File: src/rtl/model_bank_scheduler.sv
// ============================================================================
// Module   : model_bank_scheduler
// Brief    : Ping-pong bank sequencer for the Stage 3 datapath (load / eval /
//            unload+FIRX). Optional MODEL_SCHED_STATS_EN adds oBlockCount.
// Revision : 1.0 - initial release
// ============================================================================
`default_nettype none

module model_bank_scheduler #(
    parameter int BLOCK_LEN = 4096,
    parameter int MAX_ORDER = 12,
    parameter int CNT_W     = 12
) (
    input  logic        iClock,
    input  logic        iReset,
    input  logic        iEnable,
    input  logic        iLoadDone,
    input  logic        iValid,
    input  logic        iFbDone,
    input  logic [3:0]  iBestM,
    input  logic        iDsDone,
    input  logic        iFirDone,
    output logic        oLoadSel,
    output logic        oEvalSel,
    output logic        oReady,
    output logic [1:0]  oFbReset,
    output logic [1:0]  oDsReset,
    output logic        oUnload,
    output logic        oUnloadSel,
    output logic [3:0]  oBestM,
    output logic        oFirReset,
    output logic        oFirCalc,
    output logic [1:0]  oError
`ifdef MODEL_SCHED_STATS_EN
    ,
    output logic [15:0] oBlockCount
`endif
);

    localparam logic [1:0] c_EMPTY  = 2'd0;
    localparam logic [1:0] c_LOADED = 2'd1;
    localparam logic [1:0] c_EVAL   = 2'd2;
    localparam logic [1:0] c_HELD   = 2'd3;

    localparam logic [1:0] c_U_IDLE   = 2'd0;
    localparam logic [1:0] c_U_UNLOAD = 2'd1;
    localparam logic [1:0] c_U_RUN    = 2'd2;

    localparam logic [CNT_W-1:0] c_CNT_LAST  = CNT_W'(BLOCK_LEN - 1);
    localparam logic [3:0]       c_MAX_ORDER = 4'(MAX_ORDER);

    logic [1:0]       r_bank [2];
    logic [1:0]       w_bank_nxt [2];
    logic [3:0]       r_best [2];
    logic [3:0]       w_best_nxt [2];
    logic             r_lp, r_ep, r_up;
    logic             w_lp_nxt, w_ep_nxt, w_up_nxt;
    logic [CNT_W-1:0] r_cnt, w_cnt_nxt;
    logic [1:0]       r_ustate, w_ustate_nxt;
    logic [1:0]       r_err, w_err_nxt;

    logic             w_load_ok, w_eval_ok, w_fb_ok, w_start, w_ds_ok, w_fir_ok;
    logic [3:0]       w_best_clamped;

    logic             r_ready, w_ready_nxt;
    logic [1:0]       r_fb_rst, w_fb_rst_nxt;
    logic [1:0]       r_ds_rst, w_ds_rst_nxt;
    logic             r_unload, w_unload_nxt;
    logic             r_unload_sel, w_unload_sel_nxt;
    logic [3:0]       r_best_m, w_best_m_nxt;
    logic             r_fir_rst, w_fir_rst_nxt;
    logic             r_fir_calc, w_fir_calc_nxt;

    // All qualifiers look at pre-update state so same-cycle events never see each other.
    assign w_load_ok      = iLoadDone && (r_bank[r_lp] == c_EMPTY);
    assign w_eval_ok      = iValid && ((r_bank[r_ep] == c_LOADED) || (r_bank[r_ep] == c_EVAL));
    assign w_fb_ok        = iFbDone && (r_bank[r_ep] == c_EVAL);
    assign w_start        = (r_ustate == c_U_IDLE) && (r_bank[r_up] == c_HELD);
    assign w_ds_ok        = (r_ustate == c_U_UNLOAD) && iDsDone;
    assign w_fir_ok       = (r_ustate == c_U_RUN) && iFirDone;
    assign w_best_clamped = (iBestM > c_MAX_ORDER) ? c_MAX_ORDER : iBestM;

    // State register (also holds the registered outputs)
    always_ff @(posedge iClock) begin
        if (iReset) begin
            r_bank[0]    <= c_EMPTY;
            r_bank[1]    <= c_EMPTY;
            r_best[0]    <= 4'd0;
            r_best[1]    <= 4'd0;
            r_lp         <= 1'b0;
            r_ep         <= 1'b0;
            r_up         <= 1'b0;
            r_cnt        <= '0;
            r_ustate     <= c_U_IDLE;
            r_err        <= 2'b00;
            r_ready      <= 1'b1;
            r_fb_rst     <= 2'b11;
            r_ds_rst     <= 2'b11;
            r_unload     <= 1'b0;
            r_unload_sel <= 1'b0;
            r_best_m     <= 4'd0;
            r_fir_rst    <= 1'b1;
            r_fir_calc   <= 1'b0;
        end else if (iEnable) begin
            r_bank[0]    <= w_bank_nxt[0];
            r_bank[1]    <= w_bank_nxt[1];
            r_best[0]    <= w_best_nxt[0];
            r_best[1]    <= w_best_nxt[1];
            r_lp         <= w_lp_nxt;
            r_ep         <= w_ep_nxt;
            r_up         <= w_up_nxt;
            r_cnt        <= w_cnt_nxt;
            r_ustate     <= w_ustate_nxt;
            r_err        <= w_err_nxt;
            r_ready      <= w_ready_nxt;
            r_fb_rst     <= w_fb_rst_nxt;
            r_ds_rst     <= w_ds_rst_nxt;
            r_unload     <= w_unload_nxt;
            r_unload_sel <= w_unload_sel_nxt;
            r_best_m     <= w_best_m_nxt;
            r_fir_rst    <= w_fir_rst_nxt;
            r_fir_calc   <= w_fir_calc_nxt;
        end
    end

    // Next-state logic
    always_comb begin
        w_bank_nxt[0] = r_bank[0];
        w_bank_nxt[1] = r_bank[1];
        w_best_nxt[0] = r_best[0];
        w_best_nxt[1] = r_best[1];
        w_lp_nxt      = r_lp;
        w_ep_nxt      = r_ep;
        w_up_nxt      = r_up;
        w_cnt_nxt     = r_cnt;
        w_ustate_nxt  = r_ustate;
        w_err_nxt     = r_err;

        if (w_load_ok) begin
            w_bank_nxt[r_lp] = c_LOADED;
            w_lp_nxt         = ~r_lp;
        end else if (iLoadDone) begin
            w_err_nxt[1] = 1'b1;
        end

        if (w_eval_ok) begin
            w_cnt_nxt = (r_cnt == c_CNT_LAST) ? '0 : r_cnt + 1'b1;
            if (r_bank[r_ep] == c_LOADED) begin
                w_bank_nxt[r_ep] = c_EVAL;
            end
        end else if (iValid) begin
            w_err_nxt[0] = 1'b1;
        end

        if (w_fb_ok) begin
            w_best_nxt[r_ep] = w_best_clamped;
            w_bank_nxt[r_ep] = c_HELD;
            w_ep_nxt         = ~r_ep;
        end

        case (r_ustate)
            c_U_IDLE: begin
                if (w_start) begin
                    w_ustate_nxt = (r_best[r_up] != 4'd0) ? c_U_UNLOAD : c_U_RUN;
                end
            end
            c_U_UNLOAD: begin
                if (w_ds_ok) begin
                    w_ustate_nxt = c_U_RUN;
                end
            end
            c_U_RUN: begin
                if (w_fir_ok) begin
                    w_bank_nxt[r_up] = c_EMPTY;
                    w_up_nxt         = ~r_up;
                    w_ustate_nxt     = c_U_IDLE;
                end
            end
            default: w_ustate_nxt = c_U_IDLE;
        endcase
    end

    // Output logic (values registered on the next enabled edge)
    always_comb begin
        w_ready_nxt      = (w_bank_nxt[w_lp_nxt] == c_EMPTY);
        w_fb_rst_nxt     = 2'b00;
        w_ds_rst_nxt     = 2'b00;
        w_fir_rst_nxt    = w_start;
        w_unload_nxt     = (w_ustate_nxt == c_U_UNLOAD);
        w_fir_calc_nxt   = (w_ustate_nxt == c_U_RUN);
        w_unload_sel_nxt = r_unload_sel;
        w_best_m_nxt     = r_best_m;

        if (w_start) begin
            w_unload_sel_nxt = r_up;
            w_best_m_nxt     = r_best[r_up];
            if (r_best[r_up] == 4'd0) begin
                w_ds_rst_nxt[r_up] = 1'b1;
            end
        end
        if (w_ds_ok) begin
            w_ds_rst_nxt[r_up] = 1'b1;
            w_fb_rst_nxt[r_up] = 1'b1;
        end
    end

    assign oLoadSel   = r_lp;
    assign oEvalSel   = r_ep;
    assign oReady     = r_ready;
    assign oFbReset   = r_fb_rst;
    assign oDsReset   = r_ds_rst;
    assign oUnload    = r_unload;
    assign oUnloadSel = r_unload_sel;
    assign oBestM     = r_best_m;
    assign oFirReset  = r_fir_rst;
    assign oFirCalc   = r_fir_calc;
    assign oError     = r_err;

`ifdef MODEL_SCHED_STATS_EN
    logic [15:0] r_block_cnt;

    always_ff @(posedge iClock) begin
        if (iReset) begin
            r_block_cnt <= 16'd0;
        end else if (iEnable && iFirDone && (r_block_cnt != 16'hFFFF)) begin
            r_block_cnt <= r_block_cnt + 16'd1;
        end
    end

    assign oBlockCount = r_block_cnt;
`endif

endmodule

`default_nettype wire

File: config.mk
export PLATFORM = sky130hd
export DESIGN_NAME = model_bank_scheduler
export DESIGN_NICKNAME = d
export VERILOG_FILES = /design/src/rtl/model_bank_scheduler.sv
export SDC_FILE = /design/constraint.sdc
export NUM_CORES = 1
export LEC_CHECK = 0
export CAP_MARGIN = 20
export CORE_MARGIN = 5
export CORE_UTILIZATION = 50
export CTS_BUF_LIST = sky130_fd_sc_hd__clkbuf_4
export DETAILED_ROUTE_END_ITERATION = 8
export PLACE_DENSITY = 0.78
export SLEW_MARGIN = 20
export SYNTH_ARGS = -nofsm -noshare
export SYNTH_HDL_FRONTEND = slang
export SYNTH_SLANG_ARGS = --single-unit
File: constraint.sdc
create_clock -name iClock -period 2.03 [get_ports iClock]
set_clock_uncertainty 0.2 [all_clocks]
set_input_delay 0.3045 -clock iClock [delete_from_list [all_inputs] [get_ports iClock]]
set_output_delay 0.3045 -clock iClock [all_outputs]
set_load 0.03 [all_outputs]
Yosys cells after proc, flatten, opt, wreduce, memory -nomap -nowiden --
Memory sizes are Yosys's and may differ from the RTL's. A register that Yosys moved wholly into a read port is not among the register bits. Cells that the tools add are included.
Word-level totals: memories kept 2, bits in writable memories 12, word-level logic and storage cells 126, output and inout bits 17, input port bits 12, bits in registers 20
Operators by class: reduce and logical (&&, ||, !) cells 21, magnitude comparators 10, equality and inequality tests 7, multiplexer cells 49, bitwise logic cells 23
Memories:
- r_best | depth 2, width 4, rd ports 3, clocked after Yosys merged registers in 1, write ports 2, line 54 | logic [3:0] r_best [2];
- r_bank | depth 2, width 2, rd ports 5, clocked after Yosys merged registers in 3, write ports 2, line 52 | logic [1:0] r_bank [2];
Operators with widths (count):
- two-way mux 4 bit | 10
- two-way mux 2 bit | 16
- two-way mux 1 bit | 15
- logical AND 1 bit | 10
- AND reduction 3 bit | 3
- bitwise mux 8 bit | 1
- == test 2 bit (second input constant) | 4
- greater-or-equal comparator 2 bit (second input constant) | 4
- two-way mux 8 bit | 1
- inverter 1 -> 2 bit | 4
- demux 2 bit (select 1 bit) | 3
- == test 2 x 1 -> 1 bit (second input constant) | 3
- logical NOT 2 bit | 3
- less-than comparator 2 x 1 -> 1 bit (second input constant) | 3
- bitwise OR 2 bit | 3
- one-hot mux 2 bit (3 select lines) | 1
- inverter 1 bit | 5
- AND 2 bit | 2
- AND 4 bit | 1
- demux 4 bit (select 1 bit) | 1
- > comparator 4 bit (second input constant) | 1
- logical NOT 4 bit | 1
- inverter 2 bit | 2
- inverter 4 bit | 1
- 8 further kinds | 12

Longest topological paths before layout --
Gate-level depths: netlist (run 1).
word-level depth 20, mapped depth 8, gate-level depth less buffers 8

Least setup slack after synthesis (run 1) --
No wires, ideal clock.
kind reg-to-reg, start memory r_bank[1][1], end register r_ready, in the netlist oReady, cell stages (with the launch flop) 9, arrival time 1.789 ns, data required time 1.746 ns, buffers on the path 0, library setup time 0.084 ns, slack -0.044 ns, cell sequence edfxtp_1 -> mux2i_1 -> inv_1 -> ha_1 -> nand3b_1 -> or3_1 -> o311ai_1 -> o2111ai_1 -> o31ai_2
RTL lines:
- start, declared | line 52
- end signal, assigned | line 115 | r_ready <= w_ready_nxt;
- end, declared | line 65 | logic r_ready, w_ready_nxt;

==> reports/results.tsv, run 1 <==
stage	metric	value	unit
run_status	status	complete, but fails checks	
run_status	violations	negative setup slack	
timing	rsz0062_at_grt	yes	
clocking	cts_tree	yes	
synthesis	yosysSeqAreaShare	0.4575	
timing	setup_viol	5	
grt	grt_pass1_vias	1554	
critical_path	start_kind	flip-flop	
clocking	cts_num_sinks	35	
route	drc_errors	0	
critical_path	critical_path_required	2090	ps
route	vias	1536	
clocking	clk_latency	350	ps
route	drt_wl_total	4.356	mm
finish	nFillCells	255	
grt	grt_overflow	0	
finish	multi_input_area	972.2	um^2
route	ant_nets	0	
route	drt_first_pass_iters	4	
route	first_iter_violations	109	
floorplanning	die-area	4887	um^2
timing	max_freq	456.0	MHz
timing	hold_violations	0	
synthesis	avgSynthCellArea	10.14	um^2
floorplanning	io_pins	29	
synthesis	synth.ff_latch_count	35	
finish	final_nets	240	
timing	layout_setup_ws	-163.1	ps
clocking	htreeDepth	2	
finish	seqCellArea	824.5	um^2
pwr	powerDensity	662.3	nW/um^2
place	place_hpwl	2.972	mm
critical_path	critPathMaxFanout	3	
finish	stdcell_area	2400	um^2
critical_path	crit_path_end_kind	flip-flop	
synthesis	syn-num-nets	191	
critical_path	arrival	2260	ps
timing	worst_pin_slew	404.0	ps
clocking	hold_buffers	0	
worst_hold_path	hp-class	flip-flop to flip-flop	
finish	syn2layout_area_growth	33.75	%
critical_path	path_class	flip-flop to flip-flop	
clocking	clk_path_buf_depth	2	
synthesis	synth.cell_area	1794	um^2
finish	final_core_util	0.7026	
synthesis	ys.flop_type	dfxtp_1	
place	placed_area	2202	um^2
pwr	vdd_drop_max	0.4344	mV
synthesis	ys_types	51	
clocking	path_clk_slew	100	ps
floorplanning	core	3416	um^2
clocking	numCtsBuffers	5	
grt	track_usage	0.1762	
place	io_buffers	28	
synthesis	synth_edf_count	12	
grt	grt_max_degree	15	
clocking	cts-root-buf	clkbuf_4	
floorplanning	die_height	69.91	um
place	gp_congestion	0.8789	
floorplanning	die_x	69.91	um
timing	maxSlewViolCount	0	
pwr	p_leak	0.8816	nW
grt	antenna_found_initial	0	
synthesis	ys_warn_count	0	
floorplanning	row_count	21	
floorplanning	start_util	0.5253	
timing	finalCriticalPeriod	2193	ps
timing	slew-limit-headroom	0.7303	
grt	grt_pass1_wl	6.913	mm
route	wl_per_cell	15.96	um
finish	layout-drive-gt1-share	0.2775	
synthesis	async_flop_share	0	
flow_run	maxCapViolations	0	
synthesis	syn_inst	177	
route	vias_per_cell	5.626	
timing	min_period_over_period	1.080	
worst_hold_path	min_from	oFbReset[1]	
finish	diodes	0	
power breakdown:
| group | switching, W | internal, W |
|---|---|---|
| clock network | 0.000240 | 0.000129 |
| logic | 0.000210 | 0.000201 |
| registers | 0.0000395 | 0.000771 |
stage by stage:
step | power (W) | TNS, ps | cells | hold WS [ps] | worst slack [ps]
2_1_floorplan | 0.001027 | -81.67 | 177 | 268.7 | -43.73
3_3_place_gp | 0.001153 | -379.1 | 258 | 238.8 | -130.8
3_5_place_dp | 0.001170 | -713.8 | 258 | 254.1 | -249.2
4_1_cts | 0.001549 | -179.2 | 268 | 280.8 | -107.2
5_1_grt | 0.001675 | -703.1 | 273 | 308.7 | -280.7
6_report | 0.001589 | -312.3 | 273 | 277.6 | -163.1
flip-flops by register name, summed over array words and instances (netlist names), 2 cells and up, named ones only:
| name | cells |
|---|---|
| oBestM | 4 |
| oDsReset | 2 |
| oError | 2 |
| oFbReset | 2 |
| r_bank | 4 |
| r_best | 8 |
| r_ustate | 2 |
synth_stat cells, types with 3 or more instances:
cell type  count  area share
a211oi_2       5       0.035
a21oi_1       15       0.042
buf_4          3       0.013
clkbuf_1       3      0.0063
dfxtp_1       23        0.26
edfxtp_1      12        0.20
inv_1          5       0.010
mux2i_1       11       0.061
nand2_1        9       0.019
nand2b_1       6       0.021
nand3_1        5       0.014
nand4_1        3       0.010
nor2_1        26       0.054
o21a_1         3       0.013
worst paths after layout:
kind	endpoint	slack, ps	cells after the start
max	oReady	-160	9
min	oFbReset[1]	280	2
max reg2reg	oReady	-160	9
min reg2reg	oFbReset[1]	280	2
critical path, cell delays in order (launching register included):
cell      delay (ps)
dfxtp_4          380
mux2i_1          220
inv_1            100
ha_4             270
nand3b_1         160
buf_4            140
a21bo_1          130
a21boi_1         200
o22ai_1          100
o31ai_2          210
cell usage in the layout, fill, tap and decap left out, types with 2 or more instances in the layout:
cell and n:
a31oi_1 2, dfxtp_1 22, nand2b_2 2, o21a_1 3, o31ai_1 2, a22o_1 2, nand2_4 2, clkdlybuf4s50_1 27
edfxtp_1 12, and2_1 2, nand3b_1 2, mux2i_1 10, a21oi_1 12, clkbuf_4 5, nand2_1 9, inv_2 2
xor2_1 2, clkinv_2 3, inv_1 5, a211oi_2 5, a21oi_2 3, buf_4 22, nand3_1 5, nand2b_1 4
nand4_1 3, xnor2_1 2, nor2_1 25
kinds of logic after synthesis:
group / count (synthesis) / synth area share
adder cells (fa/ha/maj): 2 / 0.01394
flip-flops: 35 / 0.4575
multiplexers: 11 / 0.06137
XOR/XNOR: 4 / 0.01953
AO/OA/AOI/OAI: 45 / 0.2029
buffers and inverters: 16 / 0.04812
AND/OR/NAND/NOR: 64 / 0.1966
layer usage:
metal  GRT usage  wire length, um  share of wire
met5           0                0              0
met2      0.3106             2264           0.52
met3     0.04878              222          0.051
met1      0.1909             1754           0.40
met4     0.09149              114          0.026
cell type report:
class / instances / share of cell area
well taps: 46 / 0.02398
clock inverters: 3 / 0.006257
clock buffers: 5 / 0.01564
multi-input cells: 126 / 0.4051
flip-flops and latches: 35 / 0.3436
inverters: 7 / 0.01095
repair buffers: 51 / 0.1945
what timing repair did:
action	in CTS	in global routing
pin swaps	3	11
resized for setup	4	14
setup endpoints to repair	2	12
buffers inserted	2	5
(Power assumes the default switching activity.)
==> inputs of run 2 (changes only) <==
--- a/config.mk
+++ b/config.mk
@@ -10,6 +10,7 @@
 export CORE_UTILIZATION = 50
 export CTS_BUF_LIST = sky130_fd_sc_hd__clkbuf_4
 export DETAILED_ROUTE_END_ITERATION = 8
+export GPL_ROUTABILITY_DRIVEN = 0
 export PLACE_DENSITY = 0.78
 export SLEW_MARGIN = 20
 export SYNTH_ARGS = -nofsm -noshare
==> results of run 2 <==
The final DEF is identical to that of run 1; final timing and power are the same.
